==> config.mk <==
export PLATFORM = sky130hd
export DESIGN_NAME = time_setter
export DESIGN_NICKNAME = d
export VERILOG_FILES = /design/src/rtl/time_setter.sv
export SDC_FILE = /design/constraint.sdc
export NUM_CORES = 1
export LEC_CHECK = 0
export ABC_AREA = 1
export CAP_MARGIN = 10
export CORE_AREA = 8 8 125 127
export DETAILED_ROUTE_END_ITERATION = 7
export DIE_AREA = 0 0 133 135
export PLACE_DENSITY = 0.85
export REMOVE_ABC_BUFFERS = 1
export SLEW_MARGIN = 0
export SYNTH_ARGS = -nofsm -noshare
export SYNTH_HDL_FRONTEND = slang
export SYNTH_SLANG_ARGS = --single-unit
==> constraint.sdc <==
create_clock -name clk -period 3.5 [get_ports clk]
set_input_delay 0.525 -clock clk [delete_from_list [all_inputs] [get_ports clk]]
set_output_delay 0.525 -clock clk [all_outputs]
set_load 0.005 [all_outputs]
==> src/rtl/time_setter.sv <==
// Time-setting front end: debounces mode/inc/dec buttons and edits a shadow copy of the running time.
// Optional auto-repeat for held inc/dec buttons is enabled by defining TIME_SETTER_AUTO_REPEAT_EN.
module time_setter #(
  parameter int HOUR            = 24,
  parameter int MINUTE          = 60,
  parameter int SECOND          = 60,
  parameter int DEBOUNCE_CYCLES = 250_000,
  parameter int REPEAT_CYCLES   = 5_000_000
) (
  input  logic        clk,
  input  logic        rst,
  input  logic        btn_mode,
  input  logic        btn_inc,
  input  logic        btn_dec,
  input  logic [23:0] cur_time,
  output logic [23:0] load_time,
  output logic        load,
  output logic        editing,
  output logic [1:0]  field
);

  localparam int DW = $clog2(DEBOUNCE_CYCLES + 1);
  localparam logic [7:0] HOUR_MAX = 8'(HOUR - 1);
  localparam logic [7:0] MIN_MAX  = 8'(MINUTE - 1);
  localparam logic [7:0] SEC_MAX  = 8'(SECOND - 1);

  typedef enum logic [2:0] {IDLE, EDIT_HOUR, EDIT_MIN, EDIT_SEC, COMMIT} state_t;

  // Button index 0 = mode, 1 = inc, 2 = dec
  logic [2:0]    btn_raw, sync_a, sync_b, deb, deb_q, rise;
  logic [DW-1:0] db_cnt [3];
  logic          mode_ev, inc_ev, dec_ev, adjust;
  state_t        state_q, state_d;
  logic [23:0]   shadow_q, shadow_d;

  assign btn_raw = {btn_dec, btn_inc, btn_mode};
  assign rise    = deb & ~deb_q;

  always_ff @(posedge clk or posedge rst) begin
    if (rst) begin
      sync_a <= '0;
      sync_b <= '0;
      deb    <= '0;
      deb_q  <= '0;
      for (int i = 0; i < 3; i++) db_cnt[i] <= '0;
    end else begin
      sync_a <= btn_raw;
      sync_b <= sync_a;
      deb_q  <= deb;
      for (int i = 0; i < 3; i++) begin
        if (sync_b[i] != deb[i]) begin
          if (db_cnt[i] == DW'(DEBOUNCE_CYCLES - 1)) begin
            deb[i]    <= sync_b[i];
            db_cnt[i] <= '0;
          end else begin
            db_cnt[i] <= db_cnt[i] + 1'b1;
          end
        end else begin
          db_cnt[i] <= '0;
        end
      end
    end
  end

  assign mode_ev = rise[0];

`ifdef TIME_SETTER_AUTO_REPEAT_EN
  localparam int RW = $clog2(REPEAT_CYCLES + 1);
  logic [RW-1:0] rep_cnt [2];
  logic [1:0]    rep_pulse;

  // Counter sits at 0 in the press cycle and fires every time it reaches REPEAT_CYCLES
  always_ff @(posedge clk or posedge rst) begin
    if (rst) begin
      for (int i = 0; i < 2; i++) rep_cnt[i] <= '0;
    end else begin
      for (int i = 0; i < 2; i++) begin
        if (!deb[i+1])                          rep_cnt[i] <= '0;
        else if (rep_cnt[i] == RW'(REPEAT_CYCLES)) rep_cnt[i] <= RW'(1);
        else                                    rep_cnt[i] <= rep_cnt[i] + 1'b1;
      end
    end
  end

  always_comb begin
    rep_pulse = '0;
    for (int i = 0; i < 2; i++)
      rep_pulse[i] = deb[i+1] && (rep_cnt[i] == RW'(REPEAT_CYCLES));
  end

  assign inc_ev = rise[1] | rep_pulse[0];
  assign dec_ev = rise[2] | rep_pulse[1];
`else
  assign inc_ev = rise[1];
  assign dec_ev = rise[2];
`endif

  function automatic logic [7:0] step(input logic [7:0] v, input logic [7:0] max,
                                      input logic up);
    if (up) return (v == max) ? 8'd0 : v + 8'd1;
    else    return (v == 8'd0) ? max : v - 8'd1;
  endfunction

  // A mode event wins over inc/dec, and inc together with dec cancels out
  assign adjust = !mode_ev && (inc_ev ^ dec_ev);

  always_comb begin
    state_d  = state_q;
    shadow_d = shadow_q;
    case (state_q)
      IDLE: begin
        if (mode_ev) begin
          state_d  = EDIT_HOUR;
          shadow_d = cur_time;
        end
      end
      EDIT_HOUR: begin
        if (mode_ev) state_d = EDIT_MIN;
        else if (adjust) shadow_d[23:16] = step(shadow_q[23:16], HOUR_MAX, inc_ev);
      end
      EDIT_MIN: begin
        if (mode_ev) state_d = EDIT_SEC;
        else if (adjust) shadow_d[15:8] = step(shadow_q[15:8], MIN_MAX, inc_ev);
      end
      EDIT_SEC: begin
        if (mode_ev) state_d = COMMIT;
        else if (adjust) shadow_d[7:0] = step(shadow_q[7:0], SEC_MAX, inc_ev);
      end
      COMMIT:  state_d = IDLE;
      default: state_d = IDLE;
    endcase
  end

  // load_time is captured on entry to COMMIT so it is already valid while load is high
  always_ff @(posedge clk or posedge rst) begin
    if (rst) begin
      state_q   <= IDLE;
      shadow_q  <= '0;
      load_time <= '0;
    end else begin
      state_q  <= state_d;
      shadow_q <= shadow_d;
      if (state_q == EDIT_SEC && mode_ev) load_time <= shadow_q;
    end
  end

  always_comb begin
    load    = (state_q == COMMIT);
    editing = (state_q != IDLE);
    field   = 2'd0;
    case (state_q)
      EDIT_HOUR: field = 2'd1;
      EDIT_MIN:  field = 2'd2;
      EDIT_SEC:  field = 2'd3;
      default:   field = 2'd0;
    endcase
  end

endmodule

==> results.md <==
- Status: complete, no violations
- Post-CTS Resized: 0
- Final period utilization: 0.6271
- Crit path time final: 2.195 ns
- DRC errors left: 0
- FF-to-FF setup slack: 1.56 ns
- Post-CTS Setup Inserts: 0
- Core Area: 13610 um^2
- Antenna Cells: 0
- Drt initial violations: 557
- Drt first pass iters: 5
- Detail Route Antenna Nets: 0
- # IOs: 57
- VDD IR max: 0.3316 mV
- Slew margin rel.: 0.4684
- Final Setup Violations: 0
- # fillers: 1180
- RSZ-0062 raised after global routing: no
- Final wirelength: 16.12 mm
- Global-route wire length before repair: 27.55 mm
- RR Endpoint: load_time[13]$_DFFE_PP0P_
- Layout Utilization: 0.6137
- TritonCTS Buffers: 17
- DPL Wire Length: 11.38 mm
- Syn avg cell area: 7.009 um^2
- Max Slew Vio Count: 0
- Die X: 133 um
- Setup Crit Path Kind: reg2out
- Initial Util: 0.5216
- Hold path cells: 0
- Register-to-Register Path Depth: 8
- Synth Cell Area: 7101 um^2
- Final hold vios: 0
- Clk_lat worst skew: 0.42 ns
- Global Route Usage Sum: 0.1839
- Die ar.: 17960 um^2
- Worst Path Max Fanout: 4
- Hold WS: 0.3488 ns
- Share of cells above drive strength 1: 0.07870
- Hold Path Class: reg2reg
- MaxCap Viol Count: 0
- Register area: 2928 um^2
- CTS Hold Bufs: 0
- PD cells: 383.0 nW/um^2
- Routed via count: 6487
- Vias per inst: 5.148
- Area Growth Syn to Fin: 17.64%
- Yosys reg bits: 117
- Leakage power: 4.047 nW
- Initial antenna violation count: 0
- Clock sinks: 117
- Count leader, synth: nand2_1
- Synth Instances: 1013
- Clock root buffer: clkbuf_16
- Final net count: 1105
- WL/cell: 12.79 um
- Htree depth: 4
- PortBufs: 56
- Global route overflow: 0
- Row cnt: 43
- Die height: 135 um
- Crit path required time: 2.97 ns
- Final Skew: 0.008316 ns
- Crit start category: flip-flop
- Post-synthesis cell type count: 34
- GP Congestion: 0.9329
- Ys Warns: 0
- R2r startpoint: state_q[2]$_DFFE_PP0P_
- Bufs on Longest Clock Path: 2
- EDFF count, synth: 0
- Synth top area cells: dfrtp_1 (41%), nand2_1 (14%), nor2_1 (9.5%)
- Critical Path Sink Type: output port
- Area of the multi-input gates: 3581 um^2
- Ys async rst share: 1.000
- Hold Path Origin: sync_a[0]$_DFF_PP0_
- Vias in the first global route: 6098
- Top_reg_cell synth: dfrtp_1
- Slew @ Worst Pin: 0.7962 ns
- CTS tree: yes
- Largest net degree at the start of global routing: 66
- Fmax: 455.6 MHz
- Post-synth top area share: 0.4123
- Register area share after synthesis: 0.4123
- Hold Path End: sync_b[0]$_DFF_PP0_
- Most frequent cells after synthesis: nand2_1 (261), nor2_1 (180), nand3_1 (119)
- Largest area contributor in the netlist: dfrtp_1
- Critical Path AT: 1.67 ns
- Clock transition at the registers of the reported paths: 0.05 ns
-- critical path: stages, from the launching register on --
cell	delay [ns]
dfrtp_1	0.43
inv_2	0.09
nor3_1	0.19
clkdlybuf4s50_1	0.55
-- metal layers --
layer,global-route usage,wire length (um),part of all wire
met4,0.05489,148,0.0092
met5,0,0,0
met2,0.3020,7619,0.47
met1,0.2341,7370,0.46
met3,0.04606,980,0.061
-- worst max-delay path by stage --
stage | from | end | slack [ns] | cells after the start
finish | state_q[2]$_DFFE_PP0P_ | load | 1.31 | 3
global route | state_q[2]$_DFFE_PP0P_ | load | 1.23 | 3
CTS | state_q[2]$_DFFE_PP0P_ | load | 1.28 | 3
detailed placement | state_q[2]$_DFFE_PP0P_ | load_time[16]$_DFFE_PP0P_ | 1.60 | 8
global placement | state_q[2]$_DFFE_PP0P_ | load_time[8]$_DFFE_PP0P_ | 1.64 | 8
floorplan | rst | db_cnt[0]$_DFF_PP0_ | -0.13 | 1
-- flip-flops by register name (all words and copies together), names as in the netlist --
name       flops
db_cnt        54
deb_q          3
state_q        3
deb            3
shadow_q      24
sync_b         3
load_time     24
sync_a         3
-- area by class of cell --
type | count | area share
Clock buffer | 21 | 0.05392
Clock inverter | 11 | 0.01588
Inverter | 118 | 0.05362
Timing Repair Buffer | 58 | 0.07040
Sequential cell | 117 | 0.3505
Tap cell | 180 | 0.02696
Multi-Input combinational cell | 755 | 0.4287
-- logic make-up after synthesis --
| logic type | share of synthesized area |
|---|---|
| simple gates | 0.3954 |
| buf+inv | 0.08335 |
| compound gates | 0.05110 |
| flops | 0.4123 |
| fa+ha+maj | 0.01586 |
| xor+xnor | 0.04194 |
-- power breakdown --
part | switching (mW) | internal [mW] | total [mW]
clock | 0.590 | 1.13 | 1.72
combinational | 0.0570 | 0.0481 | 0.105
sequential | 0.0112 | 1.37 | 1.38
total | 0.658 | 2.54 | 3.20
-- through the flow --
step | power (mW) | worst slack [ns] | cells | setup TNS, ns | instance area [um^2]
6_report | 3.199 | 1.305 | 1260 | 0 | 8353
5_1_grt | 3.307 | 1.232 | 1260 | 0 | 8353
3_3_place_gp | 1.507 | 1.642 | 1228 | 0 | 7770
2_1_floorplan | 1.453 | -0.1258 | 990 | -14.71 | 6954
4_1_cts | 3.224 | 1.276 | 1260 | 0 | 8353
3_5_place_dp | 1.508 | 1.604 | 1228 | 0 | 7770
-- cell usage in the layout, fill, tap and decap left out, types with 2 or more instances in the layout --
cell and instances:
nor3_1 14, ha_1 9, or2_1 2, dfrtp_1 117
clkinv_2 7, clkbuf_1 3, nor2_1 180, inv_1 107
nor3b_1 4, xnor2_1 6, o21ai_2 4, nand2_2 8
clkinv_1 2, nor3_2 2, inv_4 2, clkdlybuf4s50_1 56
xor2_1 28, nor2_4 4, a21oi_1 13, nand4_1 20
inv_2 7, nand3_1 119, nand2_1 261, nor2_2 8
o21ai_1 16, clkbuf_16 17, o21ai_0 35, bufinv_16 3
or2_2 16, nor4_1 2
(Power assumes the default switching activity.)
